===== src/rtl/pgen_pkg.sv =====
// Shared encodings and helpers for the pgen_multi pattern generator.
// Optional gamma stage is enabled by defining PGEN_GAMMA_EN.
package pgen_pkg;

    typedef enum logic [1:0] {
        MODE_SOLID = 2'd0,
        MODE_HGRAD = 2'd1,
        MODE_VGRAD = 2'd2,
        MODE_CHECK = 2'd3
    } mode_e;

    typedef enum logic [2:0] {
        StWaitRow,
        StGen,
        StFlush,
        StStore,
        StSwap,
        StNext,
        StWaitFrame
    } state_e;

`ifdef PGEN_GAMMA_EN
    localparam int unsigned PIX_LATENCY = 2;
`else
    localparam int unsigned PIX_LATENCY = 1;
`endif

    // Stretch or squeeze a src_w-bit ramp position onto a dst_w-bit intensity.
    function automatic logic [31:0] scale_pos(input logic [31:0] pos,
                                              input int unsigned src_w,
                                              input int unsigned dst_w);
        if (dst_w >= src_w) begin
            return pos << (dst_w - src_w);
        end
        return pos >> (src_w - dst_w);
    endfunction

endpackage


===== src/rtl/pgen_pixel.sv =====
// One-pixel pattern function with its output pipeline; data, column and strobe stay aligned.
// With PGEN_GAMMA_EN a second registered stage applies v' = (v*v) >> N_PLANES per channel.
module pgen_pixel
    import pgen_pkg::*;
#(
    parameter int unsigned N_COLS       = 64,
    parameter int unsigned N_ROWS       = 32,
    parameter int unsigned N_CHANS      = 3,
    parameter int unsigned N_PLANES     = 8,
    parameter int unsigned N_FRAME_BITS = 8,
    localparam int unsigned COL_W = $clog2(N_COLS),
    localparam int unsigned ROW_W = $clog2(N_ROWS),
    localparam int unsigned PIX_W = N_CHANS * N_PLANES
) (
    input  logic                    clk,
    input  logic                    rst_n,
    input  logic                    valid_i,
    input  logic [COL_W-1:0]        col_i,
    input  logic [ROW_W-1:0]        row_i,
    input  logic [N_FRAME_BITS-1:0] ofs_i,
    input  mode_e                   mode_i,
    input  logic [PIX_W-1:0]        color_i,
    input  logic [N_CHANS-1:0]      mask_i,
    output logic [PIX_W-1:0]        data_o,
    output logic [COL_W-1:0]        col_o,
    output logic                    wren_o
);

    logic [31:0]      col_ext, row_ext, ofs_ext, hpos, vpos, hval, vval;
    logic             chk;
    logic [PIX_W-1:0] pix_d, s1_data_q;
    logic [COL_W-1:0] s1_col_q;
    logic             s1_wren_q;

    always_comb begin
        col_ext = 32'(col_i);
        row_ext = 32'(row_i);
        ofs_ext = 32'(ofs_i);
        hpos    = (col_ext + ofs_ext) % N_COLS;
        vpos    = (row_ext + ofs_ext) % N_ROWS;
        hval    = scale_pos(hpos, COL_W, N_PLANES);
        vval    = scale_pos(vpos, ROW_W, N_PLANES);
        chk     = col_ext[3] ^ row_ext[3] ^ ofs_ext[3];
        pix_d   = '0;
        for (int c = 0; c < N_CHANS; c++) begin
            unique case (mode_i)
                MODE_SOLID: pix_d[c*N_PLANES +: N_PLANES] = color_i[c*N_PLANES +: N_PLANES];
                MODE_HGRAD: pix_d[c*N_PLANES +: N_PLANES] = hval[N_PLANES-1:0];
                MODE_VGRAD: pix_d[c*N_PLANES +: N_PLANES] = vval[N_PLANES-1:0];
                MODE_CHECK: pix_d[c*N_PLANES +: N_PLANES] =
                    chk ? color_i[c*N_PLANES +: N_PLANES] : '0;
                default:    pix_d[c*N_PLANES +: N_PLANES] = '0;
            endcase
            if (!mask_i[c]) begin
                pix_d[c*N_PLANES +: N_PLANES] = '0;
            end
        end
    end

    always_ff @(posedge clk or negedge rst_n) begin
        if (!rst_n) begin
            s1_data_q <= '0;
            s1_col_q  <= '0;
            s1_wren_q <= 1'b0;
        end else begin
            s1_data_q <= valid_i ? pix_d : '0;
            s1_col_q  <= valid_i ? col_i : '0;
            s1_wren_q <= valid_i;
        end
    end

`ifdef PGEN_GAMMA_EN
    logic [PIX_W-1:0]      gam_d, s2_data_q;
    logic [COL_W-1:0]      s2_col_q;
    logic                  s2_wren_q;
    logic [2*N_PLANES-1:0] sq;

    always_comb begin
        gam_d = '0;
        sq    = '0;
        for (int c = 0; c < N_CHANS; c++) begin
            sq = {{N_PLANES{1'b0}}, s1_data_q[c*N_PLANES +: N_PLANES]} *
                 {{N_PLANES{1'b0}}, s1_data_q[c*N_PLANES +: N_PLANES]};
            gam_d[c*N_PLANES +: N_PLANES] = sq[2*N_PLANES-1:N_PLANES];
        end
    end

    always_ff @(posedge clk or negedge rst_n) begin
        if (!rst_n) begin
            s2_data_q <= '0;
            s2_col_q  <= '0;
            s2_wren_q <= 1'b0;
        end else begin
            s2_data_q <= gam_d;
            s2_col_q  <= s1_col_q;
            s2_wren_q <= s1_wren_q;
        end
    end

    assign data_o = s2_data_q;
    assign col_o  = s2_col_q;
    assign wren_o = s2_wren_q;
`else
    assign data_o = s1_data_q;
    assign col_o  = s1_col_q;
    assign wren_o = s1_wren_q;
`endif

endmodule


===== src/rtl/pgen_multi.sv =====
// Multi-mode test-pattern generator feeding the hub75 frame-buffer write port.
// Define PGEN_GAMMA_EN to add the gamma stage (pixel latency and flush become 2 cycles).
module pgen_multi
    import pgen_pkg::*;
#(
    parameter int unsigned N_BANKS      = 2,
    parameter int unsigned N_ROWS       = 32,
    parameter int unsigned N_COLS       = 64,
    parameter int unsigned N_CHANS      = 3,
    parameter int unsigned N_PLANES     = 8,
    parameter int unsigned N_FRAME_BITS = 8,
    localparam int unsigned ADDR_W = $clog2(N_BANKS * N_ROWS),
    localparam int unsigned ROW_W  = $clog2(N_ROWS),
    localparam int unsigned COL_W  = $clog2(N_COLS),
    localparam int unsigned PIX_W  = N_CHANS * N_PLANES
) (
    input  logic               clk,
    input  logic               rst_n,
    output logic [ADDR_W-1:0]  fbw_row_addr_o,
    output logic               fbw_row_store_o,
    input  logic               fbw_row_rdy_i,
    output logic               fbw_row_swap_o,
    output logic [PIX_W-1:0]   fbw_data_o,
    output logic [COL_W-1:0]   fbw_col_addr_o,
    output logic               fbw_wren_o,
    output logic               frame_swap_o,
    input  logic               frame_rdy_i,
    input  logic [1:0]         cfg_mode_i,
    input  logic [PIX_W-1:0]   cfg_color_i,
    input  logic [N_CHANS-1:0] cfg_chan_mask_i,
    input  logic               cfg_anim_i
);

    localparam logic [ADDR_W-1:0] LAST_ROW  = ADDR_W'(N_BANKS * N_ROWS - 1);
    localparam logic [COL_W-1:0]  LAST_COL  = COL_W'(N_COLS - 1);
    localparam logic [1:0]        LAST_FLSH = 2'(PIX_LATENCY - 1);

    state_e                  state_q;
    logic [ADDR_W-1:0]       row_q;
    logic [COL_W-1:0]        col_q;
    logic [N_FRAME_BITS-1:0] frame_q;
    logic [1:0]              flush_q;
    logic                    store_q, swap_q, fswap_q;
    mode_e                   mode_q;
    logic [N_CHANS-1:0]      mask_q;
    logic                    anim_q;
    logic                    cfg_first_q;

    always_ff @(posedge clk or negedge rst_n) begin
        if (!rst_n) begin
            state_q     <= StWaitRow;
            row_q       <= '0;
            col_q       <= '0;
            frame_q     <= '0;
            flush_q     <= '0;
            store_q     <= 1'b0;
            swap_q      <= 1'b0;
            fswap_q     <= 1'b0;
            mode_q      <= MODE_SOLID;
            mask_q      <= '0;
            anim_q      <= 1'b0;
            cfg_first_q <= 1'b1;
        end else begin
            store_q <= 1'b0;
            swap_q  <= 1'b0;
            fswap_q <= 1'b0;
            // Configuration is only taken at reset release and at frame boundaries.
            if (cfg_first_q) begin
                mode_q      <= mode_e'(cfg_mode_i);
                mask_q      <= cfg_chan_mask_i;
                anim_q      <= cfg_anim_i;
                cfg_first_q <= 1'b0;
            end
            case (state_q)
                StWaitRow: begin
                    if (fbw_row_rdy_i) begin
                        col_q   <= '0;
                        state_q <= StGen;
                    end
                end
                StGen: begin
                    if (col_q == LAST_COL) begin
                        flush_q <= '0;
                        state_q <= StFlush;
                    end else begin
                        col_q <= col_q + 1'b1;
                    end
                end
                StFlush: begin
                    if (flush_q == LAST_FLSH) begin
                        store_q <= 1'b1;
                        state_q <= StStore;
                    end else begin
                        flush_q <= flush_q + 1'b1;
                    end
                end
                StStore: state_q <= StSwap;
                StSwap: begin
                    if (fbw_row_rdy_i) begin
                        swap_q  <= 1'b1;
                        state_q <= StNext;
                    end
                end
                StNext: begin
                    if (row_q == LAST_ROW) begin
                        state_q <= StWaitFrame;
                    end else begin
                        row_q   <= row_q + 1'b1;
                        state_q <= StWaitRow;
                    end
                end
                StWaitFrame: begin
                    if (frame_rdy_i) begin
                        fswap_q <= 1'b1;
                        frame_q <= frame_q + 1'b1;
                        row_q   <= '0;
                        mode_q  <= mode_e'(cfg_mode_i);
                        mask_q  <= cfg_chan_mask_i;
                        anim_q  <= cfg_anim_i;
                        state_q <= StWaitRow;
                    end
                end
                default: state_q <= StWaitRow;
            endcase
        end
    end

    pgen_pixel #(
        .N_COLS       (N_COLS),
        .N_ROWS       (N_ROWS),
        .N_CHANS      (N_CHANS),
        .N_PLANES     (N_PLANES),
        .N_FRAME_BITS (N_FRAME_BITS)
    ) u_pixel (
        .clk     (clk),
        .rst_n   (rst_n),
        .valid_i (state_q == StGen),
        .col_i   (col_q),
        .row_i   (row_q[ROW_W-1:0]),
        .ofs_i   (anim_q ? frame_q : '0),
        .mode_i  (mode_q),
        .color_i (cfg_color_i),
        .mask_i  (mask_q),
        .data_o  (fbw_data_o),
        .col_o   (fbw_col_addr_o),
        .wren_o  (fbw_wren_o)
    );

    assign fbw_row_addr_o  = row_q;
    assign fbw_row_store_o = store_q;
    assign fbw_row_swap_o  = swap_q;
    assign frame_swap_o    = fswap_q;

endmodule


===== config.mk =====
export PLATFORM = sky130hd
export DESIGN_NAME = pgen_multi
export DESIGN_NICKNAME = d
export VERILOG_FILES = /design/src/rtl/pgen_pkg.sv /design/src/rtl/pgen_pixel.sv /design/src/rtl/pgen_multi.sv
export SDC_FILE = /design/constraint.sdc
export NUM_CORES = 1
export LEC_CHECK = 0
export BUFFER_PORTS_ARGS = -buffer_cell sky130_fd_sc_hd__buf_2
export CAP_MARGIN = 10
export CORE_AREA = 2 2 63 124
export CTS_BUF_LIST = sky130_fd_sc_hd__clkbuf_8
export CTS_CLUSTER_DIAMETER = 50
export DETAILED_ROUTE_END_ITERATION = 12
export DIE_AREA = 0 0 65 126
export PLACE_DENSITY = 0.78
export SYNTH_ARGS = -nofsm -noshare
export SYNTH_HDL_FRONTEND = slang
export SYNTH_SLANG_ARGS = --single-unit
export TNS_END_PERCENT = 10

===== constraint.sdc =====
create_clock -name clk -period 2.8 [get_ports clk]
set_clock_uncertainty 0.2 [all_clocks]
set_input_delay 0.14 -clock clk [delete_from_list [all_inputs] [get_ports clk]]
set_output_delay 0.14 -clock clk [all_outputs]
set_load 0.02 [all_outputs]

* Yosys cells after proc, flatten, opt, wreduce, memory -nomap -nowiden *
Cells that the tools add are included.

operators by class
  add/sub/neg operators = 6
  equal/unequal tests = 19
  muxes and demuxes = 43
  bitwise operators = 2
  reduce and logical (&&, ||, !) cells = 11

operators with widths
  cell                                                                    number
  8-bit one-hot mux with 4 select lines                                   3
  8-bit two-way mux                                                       6
  6-bit two-way mux                                                       6
  3-bit two-way mux                                                       9
  24-bit two-way mux                                                      1
  6-bit one-hot mux with 2 select lines                                   2
  3-bit one-hot mux with 7 select lines                                   1
  2-bit != test (second input constant)                                   8
  6-bit by 1-bit adder with 6-bit output (second input constant)          2
  6-bit equality test (second input constant)                             2
  2-bit two-way mux                                                       5
  3-bit equality test (second input constant)                             3
  1-bit two-way mux                                                       9
  3-bit AND reduction                                                     3
  8-bit by 1-bit adder with 8-bit output (second input constant)          1
  6-bit adder                                                             1
  3-bit by 2-bit equality test with 1-bit output (second input constant)  2
  2-bit nonzero test                                                      3
  5-bit adder                                                             1
  5-bit AND reduction                                                     1
  2-bit equality test (second input constant)                             2
  2-bit zero test                                                         2
  2-bit one-hot mux with 2 select lines                                   1
  3-bit by 1-bit equality test with 1-bit output (second input constant)  1
  other kinds (5)                                                         6

word-level totals
  flip-flop bits (word level) = 66
  input port bits = 34
  output and inout port bits = 40
  word-level logic and storage cells = 96

* Logic depth before layout (Yosys ltp) *
  word-level depth = 6
  gate-level depth with buffers = 10
  mapped depth without buffers = 8

* Hierarchy *
Synthesis repeated with hierarchy kept, for this count alone.

second synthesis, totals
  cells, all modules = 308
  area, all modules = 3321.9 sq um

by module, submodules not included
  module      times used  cells an instance  area an instance (sq um)  seq. area each (sq um)
  pgen_multi  1           160                1726.7                    877.1
  pgen_pixel  1           148                1595.3                    775.7

* Worst setup path before layout *
Ideal clock, no wire load.

  path type = reg2reg
  start = register anim_q
  end = register u_pixel.s1_data_q[13], in the netlist u_pixel.data_o[13]
  setup time = 0.137 ns
  arrival time = 2.111 ns
  required time = 2.463 ns
  slack = 0.352 ns
  cell stages (with the launch flop) = 11
  buffers on the path = 2
  clock period less this slack = 2.448 ns
  path through = dfrtp_1 buf_4 buf_4 and2_1 ha_1 ha_1 a21oi_1 nor2_1 o21a_1 o21ai_0 a31oi_1

on the way
  cells in the longest elaborated chain, start to end = 6
  elaborated cells on any way between the ends = 8
  classes of those cells = 2 x add/sub; 5 x mux; 1 x bitwise

RTL lines
  what                                                 line               RTL
  from (decl)                                          pgen_multi.sv:46   logic anim_q;
  from (signal assigned)                               pgen_multi.sv:71   anim_q <= cfg_anim_i;
  from (signal assigned)                               pgen_multi.sv:119  anim_q <= cfg_anim_i;
  6-bit two-way mux (*)                                pgen_multi.sv:140  .ofs_i (anim_q ? frame_q : '0),
  branches (longest 2 deep; another with 6-bit adder)  --
  8-bit one-hot mux with 4 select lines (*)            pgen_pixel.sv:46   unique case (mode_i)
  8-bit two-way mux (*)                                pgen_pixel.sv:54   if (!mask_i[c]) begin
  24-bit two-way mux (*)                               pgen_pixel.sv:66   s1_data_q <= valid_i ? pix_d : '0;
  to (signal assigned)                                 pgen_pixel.sv:66
  to (decl)                                            pgen_pixel.sv:31   logic [PIX_W-1:0] pix_d, s1_data_q;

Mark *: on every way between the ends.
A chain may end at the register's enable or synchronous reset.

* Final worst setup path *
  start = register frame_q[0]
  end = register u_pixel.s1_data_q[21], in the netlist u_pixel.data_o[21]

on the way
  cells in the longest elaborated chain, start to end = 5
  elaborated cells on any way between the ends = 6
  classes of those cells = 2 x add/sub; 4 x mux

RTL lines
  what                                               line                                RTL
  from (decl)                                        pgen_multi.sv:41                    logic [N_FRAME_BITS-1:0] frame_q;
  from (signal assigned)                             pgen_multi.sv:115                   frame_q <= frame_q + 1'b1;
  6-bit two-way mux (*)                              pgen_multi.sv:140
  6-bit adder / 5-bit adder (equally long branches)  pgen_pixel.sv:39, pgen_pixel.sv:40
  8-bit one-hot mux with 4 select lines (*)          pgen_pixel.sv:46
  8-bit two-way mux (*)                              pgen_pixel.sv:54
  24-bit two-way mux (*)                             pgen_pixel.sv:66

Every way passes the cells marked *; elsewhere a longest branch is shown, timed or not.

==> metrics.md <==
| Metric | Value |
|---|---|
| Family with the most delay on the worst path | compound AO/OA/AOI/OAI gates |
| Largest fanout on the critical path | 5 |
| Top post-synthesis cells by area | dfrtp_1 45%, nand2_1 4.6%, a21oi_1 3.7% |
| Ys flop type | dfrtp_1 |
| Met3 Usage GRT | around 4.0% |
| Clk sinks | 64 |
| Crit. End Element | flip-flop |
| Post-synth top cells | 63 x dfrtp_1, 43 x nand2_1, 26 x a21oi_1 |
| Critical-path top delay cell | dfrtp_1 |
| CTS tree | yes |
| GRT overflow | 0 |
| Worst Setup Start Kind | flip-flop |
| Gp weighted congestion | between 0.8 and 0.9 |
| Vias | between 2k and 3k |
| Measured slew at the worst slew-check pin | 0.5307 ns |
| Leading cell type by number of instances after synthesis | dfrtp_1 |
| Fin. Hold Viols | 0 |
| Yosys top cell area share | 45.06% |
| Share of cells above drive strength 1 | ~29% |
| Ports | between 70 and 80 |
| H-tree levels | 3 |
| Maxcap violations | 0 |
| Largest net degree at the start of global routing | 28 |
| Initial antenna violation count | 0 |
| Worst min path class | primary input to asynchronous set/reset pin |
| Die Span Y | 126 microns |
| Peak Freq | between 0.4 and 0.5 GHz |
| Area growth syn-to-layout | 25.07% |
| Total GRT Usage | ~22% |
| Routed Antenna Nets | 0 |
| Kind of critical path | flip-flop to flip-flop |
| Initial Utilization | between 40% and 50% |
| Total wire length | approximately 8000 microns |
| Slew HR | approximately 65% |
| Maximum vdd drop | roughly 0.00037 V |
| Drt first-iter violations | 207 |
| Post-Synthesis Cells | between 300 and 400 |
| Cts repair resizes | 0 |
| DRC violations left | 0 |
| Met2 Use GR | about 40% |
| Status | finished clean |
| First-pass GRT wire length | about 14000 microns |
| Vias per inst | 5.322 |
| Die ar. | roughly 8200 sq um |
| Fin crit period | about 2.4 ns |
| Final setup vio count | 0 |
| Filler instances | between 500 and 600 |
| Die X | roughly 65 microns |
| Synth Net Count | between 300 and 400 |
| Num rows | 44 |
| Cell area power density | 720.7 nW/um^2 |
| CTS buffer count | 9 |
| Post-Syn Area | around 3500 sq um |
| Clock tree buffer depth | 2 |
| Dominant cell type by area after synthesis | dfrtp_1 |
| GR Util met1 | between 20% and 30% |
| Top Usage Layer GRT | met2 |
| CP required | approximately 2.8 ns |
| Ys Warns | 0 |
| Vias in the first global route | ~3k |
| Post-synth EDFFs | 0 |
| Worst skew pair latency | between 0.3 and 0.4 ns |
| Wire per inst | about 15 microns |
| Post-layout util | ~61% |
| Synthesized area per cell | around 10 sq um |
| Post-DP HPWL | 5934 microns |
| Antenna diodes | 0 |
| Worst path arrival time | 2.40 ns |
| Leak | around 2.1 nW |
| Crit path largest cell delay | 0.42 ns |
| Max Slew Vio Count | 0 |
| RSZ-0062 raised after global routing | no |
| CTS Root Buffer Type | clkbuf_8 |
| Post-synthesis register bit count | 64 |
| Asr flop ratio synth | between 90% and 100% |
| Clock Pin Slew Worst Setup and Hold Paths | 0.08 ns |
| Tcrit/Tclk final | about 86% |
| Seq/Total Area, Yosys | roughly 46% |
| Port bufs | 73 |
| Most used cell, CP | ha_1 |
| Distinct cells, synth | 69 |
| Setup TNS Final | 0 ns |
| 1st-pass router iterations | 4 |
| Worst path buffer plus inverter count | 0 |
| Crit-path cells | and2_1, ha_1, ha_1, a21oi_1, nor2_1, o21a_1, o21ai_0, a31oi_1 |
| Core Footprint | around 7200 sq um |
| Nets@finish | about 500 |
## metal layers
layer / vias up / wire length (microns)
met1: 1374 / 2883
met2: 81 / 4611
li1: 1408 / -
met4: 0 / 238
met5: - / 0
met3: 16 / 354
## flip-flops by register name, indices dropped and copies added (netlist names)
name,flops
anim_q,1
cfg_first_q,1
col_q,6
fbw_row_addr_o,6
fbw_row_store_o,1
fbw_row_swap_o,1
flush_q,2
frame_q,6
frame_swap_o,1
mask_q,3
mode_q,2
state_q,3
u_pixel.col_o,6
u_pixel.data_o,24
u_pixel.wren_o,1
## path summary, 6_finish.rpt
check                           start                 end  slack, ns  depth (start not counted)
setup / recovery           frame_q[0]  u_pixel.data_o[21]       0.40                          8
hold reg to reg            frame_q[5]          frame_q[5]       0.27                          1
hold / removal                  rst_n    u_pixel.col_o[3]       0.02                          2
max in group asynchronous       rst_n         cfg_first_q       1.70                          3
min in group clk           frame_q[5]          frame_q[5]       0.27                          1
setup reg to reg           frame_q[0]  u_pixel.data_o[21]       0.40                          8
## cell type report
cell class	instances	area [sq um]	area share, %
multi-input cells	249	1670	38.18
repair buffers	111	733.2	16.76
inverters	9	33.78	0.7721
well taps	92	115.1	2.631
clock inverters	6	82.58	1.887
flip-flops and latches	64	1603	36.63
clock buffers	10	137.6	3.146
## layout by cell type (no fill, tap or decap), drive strengths merged, types with 4 or more instances in the layout
master and n:
o211ai 6, a21o 4, and2 11, a31oi 13, mux2 7, dlygate4sd3 33
and3 4, a21oi 27, clkbuf 10, clkinv 4, and4 6, xnor2 12
ha 9, nor3 4, o21ai 11, nand2 45, nand2b 6, xor2 5
buf 78, nor2 26, dfrtp 63, inv 8, nand3 9, a211oi 6
## stage by stage
| stage | cell area (sq um) | setup slack [ns] | std cells | total power, mW | hold slack, ns |
|---|---|---|---|---|---|
| after floorplan | 3498 | 0.3524 | 341 | 2.012 | -0.3556 |
| after global placement | 3825 | 0.5361 | 492 | 2.248 | -0.1358 |
| after detailed placement | 3825 | 0.4400 | 492 | 2.271 | -0.1297 |
| after CTS | 4375 | 0.4129 | 541 | 3.170 | 0.02718 |
| after global routing | 4375 | 0.2482 | 541 | 3.353 | 0.05165 |
| final | 4375 | 0.3984 | 541 | 3.153 | 0.02306 |
## power breakdown
part	switching [mW]	total (mW)	internal, mW
sequential	0.196	1.30	1.11
combinational	0.585	0.986	0.401
clock	0.345	0.865	0.520
total	1.13	3.15	2.03
## logic make-up (layout without fill, tap and decap cells)
| kind of cell | Yosys count | count (layout) | synth area share (%) |
|---|---|---|---|
| other cells | 1 | 1 | 0.1072 |
| compound gates | 82 | 82 | 16.81 |
| simple gates | 129 | 129 | 19.53 |
| buf+inv | 28 | 136 | 6.438 |
| fa+ha+maj | 9 | 9 | 3.219 |
| mux | 10 | 10 | 3.112 |
| xor+xnor | 18 | 18 | 4.971 |
| flops | 64 | 64 | 45.82 |
## what timing repair did
action,4_1_cts,5_1_grt
hold buffers,33,0
endpoints found under the hold margin,97,0
setup buffers,0,0
setup endpoints to repair,0,0
Note: power is estimated with default switching activity, not from simulation.
